### src/rtl/alu_cmd_driver.sv
// Host-side driver for the 2-bit-operand ALU tile: packs commands onto ui_in,
// waits a settle time, samples uo_out, checks it against a golden model and
// returns result/flags with running operation and mismatch counters.
// SETTLE_CYCLES must be in 1..15.
module alu_cmd_driver #(
  parameter int unsigned SETTLE_CYCLES = 2,
  parameter int unsigned CNT_W         = 16
) (
  input  logic             clk,
  input  logic             rst,
  input  logic             cmd_valid,
  output logic             cmd_ready,
  input  logic [1:0]       cmd_a,
  input  logic [1:0]       cmd_b,
  input  logic [2:0]       cmd_op,
  input  logic             cmd_shamt,
  output logic [7:0]       alu_ui,
  input  logic [7:0]       alu_uo,
  output logic             rsp_valid,
  input  logic             rsp_ready,
  output logic [3:0]       rsp_result,
  output logic [3:0]       rsp_flags,
  output logic             rsp_mismatch,
  output logic [CNT_W-1:0] stat_ops,
  output logic [CNT_W-1:0] stat_err
);

  localparam int unsigned SC_W = 4;

  typedef enum logic [1:0] {
    S_IDLE   = 2'd0,
    S_SETTLE = 2'd1,
    S_RESP   = 2'd2
  } state_t;

  state_t            r_state;
  state_t            w_state_nxt;
  logic [SC_W-1:0]   r_cnt;
  logic [7:0]        r_ui;
  logic              r_rsp_valid;
  logic [3:0]        r_result;
  logic [3:0]        r_flags;
  logic              r_mismatch;
  logic [CNT_W-1:0]  r_ops;
  logic [CNT_W-1:0]  r_err;

  logic              w_accept;
  logic              w_sample;
  logic              w_done;

  // Golden model operands are taken from the held tile byte.
  logic [1:0]        w_a;
  logic [1:0]        w_b;
  logic [2:0]        w_op;
  logic              w_sh;
  logic [7:0]        w_a8;
  logic [7:0]        w_b8;
  logic [7:0]        w_badd;
  logic              w_cin;
  logic [8:0]        w_sum;
  logic [7:0]        w_s;
  logic              w_cout;
  logic              w_is_and;
  logic [7:0]        w_r;
  logic              w_ovf;
  logic [7:0]        w_exp;

  assign w_a  = r_ui[1:0];
  assign w_b  = r_ui[3:2];
  assign w_op = r_ui[6:4];
  assign w_sh = r_ui[7];

  assign w_accept = cmd_valid && (r_state == S_IDLE);
  assign w_sample = (r_state == S_SETTLE) && (r_cnt == SC_W'(0));
  assign w_done   = (r_state == S_RESP) && rsp_ready;

  // State register.
  always_ff @(posedge clk) begin
    if (rst) begin
      r_state <= S_IDLE;
    end else begin
      r_state <= w_state_nxt;
    end
  end

  // Next-state logic.
  always_comb begin
    w_state_nxt = r_state;
    case (r_state)
      S_IDLE:   if (cmd_valid) w_state_nxt = S_SETTLE;
      S_SETTLE: if (r_cnt == SC_W'(0)) w_state_nxt = S_RESP;
      S_RESP:   if (rsp_ready) w_state_nxt = S_IDLE;
      default:  w_state_nxt = S_IDLE;
    endcase
  end

  // Golden model: expected tile output byte for the held command.
  always_comb begin
    w_a8     = {6'b0, w_a};
    w_b8     = {6'b0, w_b};
    w_cin    = (w_op == 3'b001) || (w_op == 3'b101) || (w_op == 3'b111);
    w_badd   = w_cin ? ~w_b8 : w_b8;
    w_sum    = 9'(w_a8) + 9'(w_badd) + 9'(w_cin);
    w_s      = w_sum[7:0];
    w_cout   = w_sum[8];
    w_is_and = (w_op == 3'b010);
    w_r      = w_s;
    case (w_op[2:1])
      2'b00:   w_r = w_s;
      2'b01:   w_r = w_op[0] ? (w_a8 | w_b8) : (w_a8 & w_b8);
      2'b10:   w_r = w_sh ? {w_s[6:0], 1'b0} : w_s;
      default: w_r = w_sh ? {1'b0, w_s[7:1]} : w_s;
    endcase
    w_ovf = w_s[7] & ~(w_a8[7] ^ w_b8[7] ^ w_cin) & ~w_is_and;
    w_exp = {w_ovf, w_r[7], (w_r == 8'h00), w_cout & ~w_is_and, w_r[3:0]};
  end

  // Command capture and settle countdown.
  always_ff @(posedge clk) begin
    if (rst) begin
      r_ui  <= 8'h00;
      r_cnt <= SC_W'(0);
    end else if (w_accept) begin
      r_ui  <= {cmd_shamt, cmd_op, cmd_b, cmd_a};
      r_cnt <= SC_W'(SETTLE_CYCLES - 1);
    end else if ((r_state == S_SETTLE) && (r_cnt != SC_W'(0))) begin
      r_cnt <= r_cnt - SC_W'(1);
    end
  end

  // Response capture; data holds until the next sample.
  always_ff @(posedge clk) begin
    if (rst) begin
      r_rsp_valid <= 1'b0;
      r_result    <= 4'h0;
      r_flags     <= 4'h0;
      r_mismatch  <= 1'b0;
    end else if (w_sample) begin
      r_rsp_valid <= 1'b1;
      r_result    <= alu_uo[3:0];
      r_flags     <= alu_uo[7:4];
      r_mismatch  <= (alu_uo != w_exp);
    end else if (w_done) begin
      r_rsp_valid <= 1'b0;
    end
  end

  // Saturating statistics, bumped on response handshake.
  always_ff @(posedge clk) begin
    if (rst) begin
      r_ops <= '0;
      r_err <= '0;
    end else if (w_done) begin
      if (r_ops != {CNT_W{1'b1}}) r_ops <= r_ops + CNT_W'(1);
      if (r_mismatch && (r_err != {CNT_W{1'b1}})) r_err <= r_err + CNT_W'(1);
    end
  end

  assign cmd_ready    = (r_state == S_IDLE);
  assign alu_ui       = r_ui;
  assign rsp_valid    = r_rsp_valid;
  assign rsp_result   = r_result;
  assign rsp_flags    = r_flags;
  assign rsp_mismatch = r_mismatch;
  assign stat_ops     = r_ops;
  assign stat_err     = r_err;

endmodule

### config.mk
export PLATFORM = sky130hd
export DESIGN_NAME = alu_cmd_driver
export DESIGN_NICKNAME = d
export VERILOG_FILES = /design/src/rtl/alu_cmd_driver.sv
export SDC_FILE = /design/constraint.sdc
export NUM_CORES = 1
export LEC_CHECK = 0
export CORE_MARGIN = 2
export CORE_UTILIZATION = 54
export CTS_CLUSTER_SIZE = 24
export DETAILED_ROUTE_END_ITERATION = 6
export HOLD_SLACK_MARGIN = 0.08
export PLACE_DENSITY = 0.86
export SYNTH_ARGS = -nofsm -noshare
export SYNTH_HDL_FRONTEND = slang
export SYNTH_SLANG_ARGS = --single-unit
### constraint.sdc
create_clock -name clk -period 5.3 [get_ports clk]
set_input_delay 1.06 -clock clk [delete_from_list [all_inputs] [get_ports clk]]
set_output_delay 1.06 -clock clk [all_outputs]
set_load 0.01 [all_outputs]
==> impl_metrics.tcl, run 1 <==
set metrics [dict create \
    cts_tree "done" \
    diodes 0 \
    cts_hold_buf 0 \
    dieArea_um2 6200 \
    clkLatencyLatePin_ns 0.31 \
    synth-seq-cells 56 \
    hold_ws_ns 0.479 \
    grtUsageTotal 0.233 \
    p_int_uw 659 \
    start_util 0.554 \
    p_per_area_nw_per_um2 233 \
    worstSetupStartpointType "register" \
    slowest_stage "dfxtp_1" \
    grt_pass1_vias 2649 \
    critPathRequiredTime_ns 5.50 \
    critical_path_arrival_ns 3.62 \
    cts_buffers 5 \
    status "completed" \
    antenna_found_initial 0 \
    netlist_top_cells_area "dfxtp_1 37%, nor2_1 6.5%, xnor2_1 6.1%, mux2i_1 5.3%, nand2_1 5.2%" \
    yosysWarnings 0 \
    cap_violations 0 \
    p_sw_frac 0.267 \
    yosys.area.top_type "dfxtp_1" \
    synthArstFlopShare 0 \
    drc_errors 0 \
    path_class "register to register" \
    final_max_slew_viol_count 0 \
    synth_top_area_share 0.372 \
    syn_avg_cell_area_um2 8.22 \
    drtIter0Drc 116 \
    p_seq_frac 0.504 \
    setup_viol 0 \
    endpoint_kind "register" \
    critPathBufInv 0 \
    fin_util 0.709 \
    p_leak_nw 1.41 \
    ioPinCount 71 \
    final.period_utilization 0.645 \
    power_uw 900 \
    grt_pass1_wl_um 11800 \
    area_delta_synth_final_pct 27.9 \
    dp_cells 495 \
    rsz0062_at_grt "false" \
    hpwlAfterDp_um 5090 \
    power_switching_uw 240 \
    synthTopCellsByCount "56 x dfxtp_1, 52 x nor2_1, 42 x nand2_1" \
    hold_class "register to register" \
    finClkSkew_ns 0.00811 \
    cts.path.max_buffers 2 \
    pre_cts_ws_ns 1.93 \
    final_nets 462 \
    power.share.clock 0.315 \
    die_h_um 78.7 \
    path_max_fanout 18 \
    die_x_um 78.7 \
    core_um2 5440 \
    h-tree-depth 2 \
    clkTransAtPathRegs_ns 0.10 \
    fin_crit_ns 3.42 \
    comb_power_share 0.181 \
    yosysSeqAreaShare 0.372 \
    synthCells 367 \
    num_vias 2759 \
    io_buffers 70 \
    clock_sinks 56 \
    synth_edf_count 0 \
    fmax_mhz 292 \
    antenna_left 0 \
    routed_wl_um 6900 \
    vias_per_cell 5.49 \
    grt_overflow 0 \
    worst_slew_margin_rel 0.350 \
    drive_gt1_frac 0.0441 \
    dpl-instance-area_um2 3740 \
    synth_cell_type_count 47 \
    dr.pass1.iters 4 \
    yosysMostFrequentCell "dfxtp_1" \
    tns_ns 0 \
    cts_setup_buffers 0 \
    ir_drop_mv 0.220 \
    fin_cells 503 \
    wl_per_cell_um 13.7 \
    stdcell_area_um2 3860 \
    hold_viol 0 \
    crit_family "compound AO/OA/AOI/OAI gates" \
    place.gp.congestion 0.882 \
    rows 27 \
    post_cts_resized 0 \
    syn_nets 399 \
    grt_start_max_net_pins 57 \
    crit_chain "nand2b_4 > nand2_1 > xnor2_1 > ha_1 > a21oi_1 > or2_2 > ha_1 > a211oi_1 > a211oi_1 > o21ai_0 > nand4_1 > xnor2_1 > o31a_1" \
    synth-main-ff-cell "dfxtp_1" \
    crit_path_max_incr_delay_ns 0.66 \
    timing_worst_slew_pin_value_ns 0.974 \
    clockRootBuffer "clkbuf_8" \
    setup_ws_ns 1.88 \
    synthesis.area_um2 3020 \
]
==> power by group through the flow <==
stage / clock network, mW / registers (mW) / logic, mW
2_1_floorplan: 0 / 0.459 / 0.107
3_3_place_gp: 0 / 0.462 / 0.158
3_5_place_dp: 0 / 0.463 / 0.162
4_1_cts: 0.292 / 0.453 / 0.163
5_1_grt: 0.311 / 0.457 / 0.180
6_report: 0.284 / 0.453 / 0.163
==> registers in the layout, indices dropped and copies added (netlist names) <==
register and cells:
r_cnt 4, stat_err 16, alu_ui 8, rsp_result 4, r_state 2, stat_ops 16, rsp_mismatch 1, rsp_valid 1
rsp_flags 4
==> area by class of cell <==
cell class | instances | area [µm²]
clock buffer | 5 | 68.8
clock inverter | 3 | 46.3
fill | 455 | 1580
inverter | 14 | 52.6
multi-input combinational | 283 | 1780
sequential | 56 | 1120
tap | 72 | 90.1
timing repair buffer | 70 | 696
==> per-layer routing <==
metal  up-vias  global-route usage  part of all wire
met5         -                   0                 0
met4         0              0.0667             0.010
met3         9              0.0466             0.065
met2        95               0.398              0.47
met1      1272               0.300              0.45
li1       1383                   -                 -
==> cells in the final DEF, fill, tap and decap left out, types with 2 or more instances in the layout <==
master,instances
nor3_1,6
nand2_1,42
mux2i_1,16
clkbuf_8,5
and4_1,3
o31ai_1,2
nor2_1,52
o21ai_0,13
dfxtp_1,56
a21oi_1,27
a211oi_1,4
nand4_1,8
and3_1,3
clkdlybuf4s50_1,69
o211ai_1,2
or2_2,2
nand3_1,10
nand2b_1,7
and2_1,7
and3b_1,2
or3_1,9
xor2_1,9
o21a_1,2
o221ai_1,2
inv_1,14
xnor2_1,21
ha_1,11
a2111oi_0,2
nor2b_1,4
==> cell families (layout without fill, tap and decap cells) <==
family	count (synthesis)	in the layout	synth area share
compound gates	60	60	0.120
xor+xnor	30	30	0.0871
fa+ha+maj	13	13	0.0556
buf+inv	28	92	0.0373
flops	56	56	0.372
mux	16	16	0.0531
simple gates	164	164	0.275
==> final timing paths <==
kind	cells past startpoint	slack, ns	end	from
max reg2reg	13	1.88	rsp_mismatch	alu_ui[6]
max	13	1.88	rsp_mismatch	alu_ui[6]
min reg2reg	2	0.48	rsp_valid	rsp_valid
min	2	0.48	rsp_valid	rsp_valid
==> worst register-to-register path, delay by kind of cell (launching register included) <==
family / cells / cell delay (ns)
AOI/OAI and AO/OA: 5 / 0.87
and+or+nand+nor: 4 / 0.78
adders and majority gates: 2 / 0.51
DFF: 1 / 0.66
xor gates and xnor gates: 2 / 0.49
No activity file was read; power rests on OpenSTA's default activity.
==> inputs of run 2 (changes only) <==
Settings changed: CORE_UTILIZATION 54 to 50, PLACE_DENSITY 0.86 to 0.8.
Clock period 5.3 ns to 3.4 ns, I/O delays scaled along.
==> impl_metrics.tcl, run 2 (synthesis results as in run 1) <==
set metrics [dict create \
    endpoint_kind "register" \
    dr.pass1.iters 4 \
    ir_drop_mv 0.198 \
    setup_viol 0 \
    fmax_mhz 317 \
    die_x_um 81.7 \
    cts_tree "done" \
    ioPinCount 71 \
    p_leak_nw 1.43 \
    grt_overflow 0 \
    comb_power_share 0.189 \
    fin_crit_ns 3.16 \
    p_per_area_nw_per_um2 362 \
    cpMostUsedCell "ha_1" \
    grt_start_max_net_pins 42 \
    cts.path.max_buffers 2 \
    crit_chain "nand2_1 > xnor2_1 > ha_1 > a21oi_1 > or2_2 > ha_1 > nand2b_1 > mux2i_1 > xor2_1 > a2111oi_0 > nand3_1 > o31a_1" \
    power_switching_uw 375 \
    busiest_layer "met2" \
    antenna_found_initial 0 \
    dpl-instance-area_um2 3770 \
    io_buffers 70 \
    die_h_um 81.7 \
    use_met3 0.0505 \
    finClkSkew_ns 0.00749 \
    grtUsageTotal 0.216 \
    hold_ws_ns 0.477 \
    grtUsageMet2 0.348 \
    wl_per_cell_um 13.6 \
    final.period_utilization 0.928 \
    num_vias 2754 \
    final_cell_mix "69 x clkdlybuf4s50_1, 56 x dfxtp_1, 52 x nor2_1" \
    hold_viol 0 \
    crit_family "compound AO/OA/AOI/OAI gates" \
    final_max_slew_viol_count 0 \
    critPathRequiredTime_ns 3.60 \
    mostFrequentLayoutCell "clkdlybuf4s50_1" \
    grt.met1_usage 0.288 \
    place.gp.congestion 0.899 \
    p_seq_frac 0.498 \
    clkTransAtPathRegs_ns 0.10 \
    hold_class "register to register" \
    diodes 0 \
    rows 28 \
    p_sw_frac 0.267 \
    worst_slew_margin_rel 0.529 \
    drc_errors 0 \
    rsz0062_at_grt "false" \
    path_class "register to register" \
    crit_path_max_incr_delay_ns 0.51 \
    timing_worst_slew_pin_value_ns 0.707 \
    setup_ws_ns 0.244 \
    clkLatencyLatePin_ns 0.30 \
    slowest_stage "dfxtp_1" \
    routed_wl_um 6900 \
    grt_pass1_wl_um 11400 \
    post_cts_resized 0 \
    pre_cts_ws_ns 0.352 \
    dp_cells 501 \
    h-tree-depth 2 \
    cts_hold_buf 0 \
    cts_setup_buffers 0 \
    power_mw 1.41 \
    fin_util 0.660 \
    stdcell_area_um2 3880 \
    worstSetupStartpointType "register" \
    critPathBufInv 0 \
    vias_per_cell 5.41 \
    cts_buffers 5 \
    path_max_fanout 10 \
    area_delta_synth_final_pct 28.8 \
    p_int_mw 1.03 \
    status "completed" \
    clockRootBuffer "clkbuf_8" \
    critical_path_arrival_ns 3.35 \
    antenna_left 0 \
    hpwlAfterDp_um 5080 \
    tns_ns 0 \
    fin_cells 509 \
    final_nets 465 \
    grt_pass1_vias 2510 \
    drive_gt1_frac 0.0507 \
    core_um2 5890 \
    cap_violations 0 \
    power.share.clock 0.313 \
    drtIter0Drc 116 \
    clock_sinks 56 \
    dieArea_um2 6670 \
    start_util 0.512 \
]
run 2: cell count changes in the layout (fill, tap and decap cells not counted):
cell | previous run | this run
buf_4 | 0 | 3
run 2: routing by layer:
metal | vias up | wire [µm]
met1 | 1277 | 3170
met5 | - | 0
met3 | 6 | 382
met4 | 0 | 45
met2 | 79 | 3300
li1 | 1392 | -
run 2: area by class of cell:
type | instances | area [µm²]
clock inverter | 3 | 46.3
multi-input combinational | 283 | 1780
timing repair buffer | 73 | 718
fill | 492 | 2000
sequential | 56 | 1120
tap | 75 | 93.8
inverter | 14 | 52.6
clock buffer | 5 | 68.8
run 2: worst min-delay path, delay by kind of cell (launching register included):
| family | cells | cell delay, ns |
|---|---|---|
| AND/OR/NAND/NOR | 1 | 0.06 |
| flip-flops | 1 | 0.32 |
| AO/OA/AOI/OAI | 1 | 0.06 |
run 2: worst paths after layout:
kind / from / end / cells past startpoint / slack, ns
worst min register to register: rsp_valid / rsp_valid / 2 / 0.48
worst max-delay path: alu_ui[4] / rsp_mismatch / 12 / 0.24
worst max register to register: alu_ui[4] / rsp_mismatch / 12 / 0.24
worst min-delay path: rsp_valid / rsp_valid / 2 / 0.48
run 2: power by group through the flow:
stage | logic [mW] | registers (mW) | clock network [mW]
final | 0.266 | 0.700 | 0.440
after global routing | 0.294 | 0.704 | 0.482
after CTS | 0.267 | 0.700 | 0.450
after detailed placement | 0.265 | 0.715 | 0
after global placement | 0.258 | 0.714 | 0
after floorplan | 0.167 | 0.715 | 0
==> inputs of run 3 (changes only) <==
Settings changed: CORE_UTILIZATION 50 to 45, PLACE_DENSITY 0.8 to 0.76.
Clock period 3.4 ns to 2.75 ns, I/O delays scaled along.
==> impl_metrics.tcl, run 3 (synthesis results as in run 1) <==
set metrics [dict create \
    power_mw 1.71 \
    mostFrequentLayoutCell "clkdlybuf4s50_1" \
    drive_gt1_frac 0.102 \
    grt_pass1_wl_um 12300 \
    crit_start "alu_ui[6]" \
    crit-reg2reg-capture "rsp_mismatch" \
    die_x_um 85.9 \
    path_max_fanout 4 \
    finClkSkew_ns 0.00405 \
    rsz0062_at_grt "true" \
    routed_wl_um 7240 \
    io_buffers 70 \
    timing_worst_slew_pin_value_ns 0.580 \
    p_leak_nw 1.46 \
    violations "design-rule violations" \
    dieArea_um2 7370 \
    crit_chain "nand2b_4 > nand2_4 > xnor2_4 > ha_4 > a21oi_2 > or2_4 > ha_4 > or3_4 > o221ai_4 > buf_6 > xnor2_2 > nand3_1 > o31a_1" \
    p_sw_frac 0.287 \
    final_cell_mix "69 x clkdlybuf4s50_1, 54 x dfxtp_1, 52 x nor2_1" \
    cts.path.max_buffers 2 \
    clockRootBuffer "clkbuf_8" \
    diodes 0 \
    vias_per_cell 5.42 \
    worstSetupStartpointType "register" \
    antenna_found_initial 0 \
    place.gp.congestion 0.898 \
    cts_tree "done" \
    grt_pass1_vias 2668 \
    fin_crit_ns 2.70 \
    fmax_mhz 371 \
    ir_drop_mv 0.252 \
    antenna_left 0 \
    grt_start_max_net_pins 30 \
    final.period_utilization 0.981 \
    grt_overflow 0 \
    critPathBufInv 1 \
    cts_buffers 5 \
    cp_num_cells 13 \
    setup_viol 0 \
    cpMostUsedCell "ha_4" \
    final_max_slew_viol_count 0 \
    comb_power_share 0.227 \
    reg2reg_depth 13 \
    critical_path_arrival_ns 2.91 \
    wl_per_cell_um 14.0 \
    fin_cells 518 \
    tns_ns 0 \
    clkTransAtPathRegs_ns 0.10 \
    crit_family "simple AND/OR/NAND/NOR gates" \
    start_util 0.470 \
    die_h_um 85.9 \
    rrSetupSlack_ns 0.05 \
    power_switching_uw 491 \
    clkLatencyLatePin_ns 0.31 \
    rows 29 \
    hpwlAfterDp_um 5170 \
    dp_cells 506 \
    dpl-instance-area_um2 3840 \
    critPathRequiredTime_ns 2.96 \
    h-tree-depth 2 \
    drc_errors 5 \
    clock_sinks 56 \
    hold_class "register to register" \
    stdcell_area_um2 4060 \
    p_int_mw 1.22 \
    worst_slew_margin_rel 0.613 \
    num_vias 2808 \
    rr_startpoint "alu_ui[6]" \
    power.share.clock 0.265 \
    p_seq_frac 0.507 \
    core_um2 6420 \
    endpoint "rsp_mismatch" \
    area_delta_synth_final_pct 34.8 \
    slowest_stage "or3_4" \
    cap_violations 0 \
    final_nets 472 \
    grtUsageTotal 0.205 \
    status "finished with violations" \
    drtIter0Drc 110 \
    path_class "register to register" \
    hold_ws_ns 0.495 \
    crit_path_max_incr_delay_ns 0.38 \
    endpoint_kind "register" \
    p_per_area_nw_per_um2 420 \
    dr.pass1.iters 7 \
    ioPinCount 71 \
    hold_viol 0 \
]
run 3: per-stage QoR:
step            util  worst slack [ns]
2_1_floorplan      -            0.0134
3_3_place_gp   0.598            0.0467
5_1_grt        0.633           -0.0521
4_1_cts        0.616            0.0348
6_report       0.633            0.0518
3_5_place_dp   0.598           -0.0646
run 3: tightest hold or removal path: cells and delay by family (launching register included):
kind             cells  cell delay (ns)
flip-flops           1             0.33
AND/OR/NAND/NOR      1             0.07
AO/OA/AOI/OAI        1             0.06
run 3: worst min-delay path by stage:
stage                            start      endpoint  slack, ns  cells past startpoint
after floorplan               r_cnt[1]      r_cnt[1]       0.49                      2
after global placement    rsp_flags[1]  rsp_flags[1]       0.48                      2
after detailed placement     rsp_valid     rsp_valid       0.48                      2
after CTS                    rsp_valid     rsp_valid       0.50                      2
after global routing         rsp_valid     rsp_valid       0.54                      2
final                        rsp_valid     rsp_valid       0.50                      2
run 3: per-layer routing:
layer  wire length, µm  vias to the layer above  global-route usage
li1                  -                     1398                   -
met3               415                        9              0.0385
met5                 0                        -                   0
met1              3300                     1323               0.277
met4                98                        0              0.0678
met2              3430                       78               0.331
run 3: layout make-up:
cell class / count / area, µm²
Clock buffer: 6 / 72.6
Clock inverter: 2 / 13.8
Fill cell: 552 / 2360
Inverter: 14 / 52.6
Multi-Input combinational cell: 283 / 1920
Sequential cell: 56 / 1130
Tap cell: 77 / 96.3
Timing Repair Buffer: 80 / 787
run 3: what timing repair did:
item                                    in CTS  in global routing
hold buffers                                 0                  0
pin swaps                                    4                 13
setup buffers                                0                  4
resized for setup                            3                 14
cloned                                       0                  0
endpoints found under the setup margin       1                  1
run 3: power by group through the flow:
stage | Combinational (mW) | Sequential [mW] | Clock, mW
6_report | 0.388 | 0.867 | 0.453
5_1_grt | 0.427 | 0.872 | 0.494
4_1_cts | 0.355 | 0.866 | 0.463
3_5_place_dp | 0.345 | 0.883 | 0
3_3_place_gp | 0.337 | 0.883 | 0
2_1_floorplan | 0.216 | 0.885 | 0
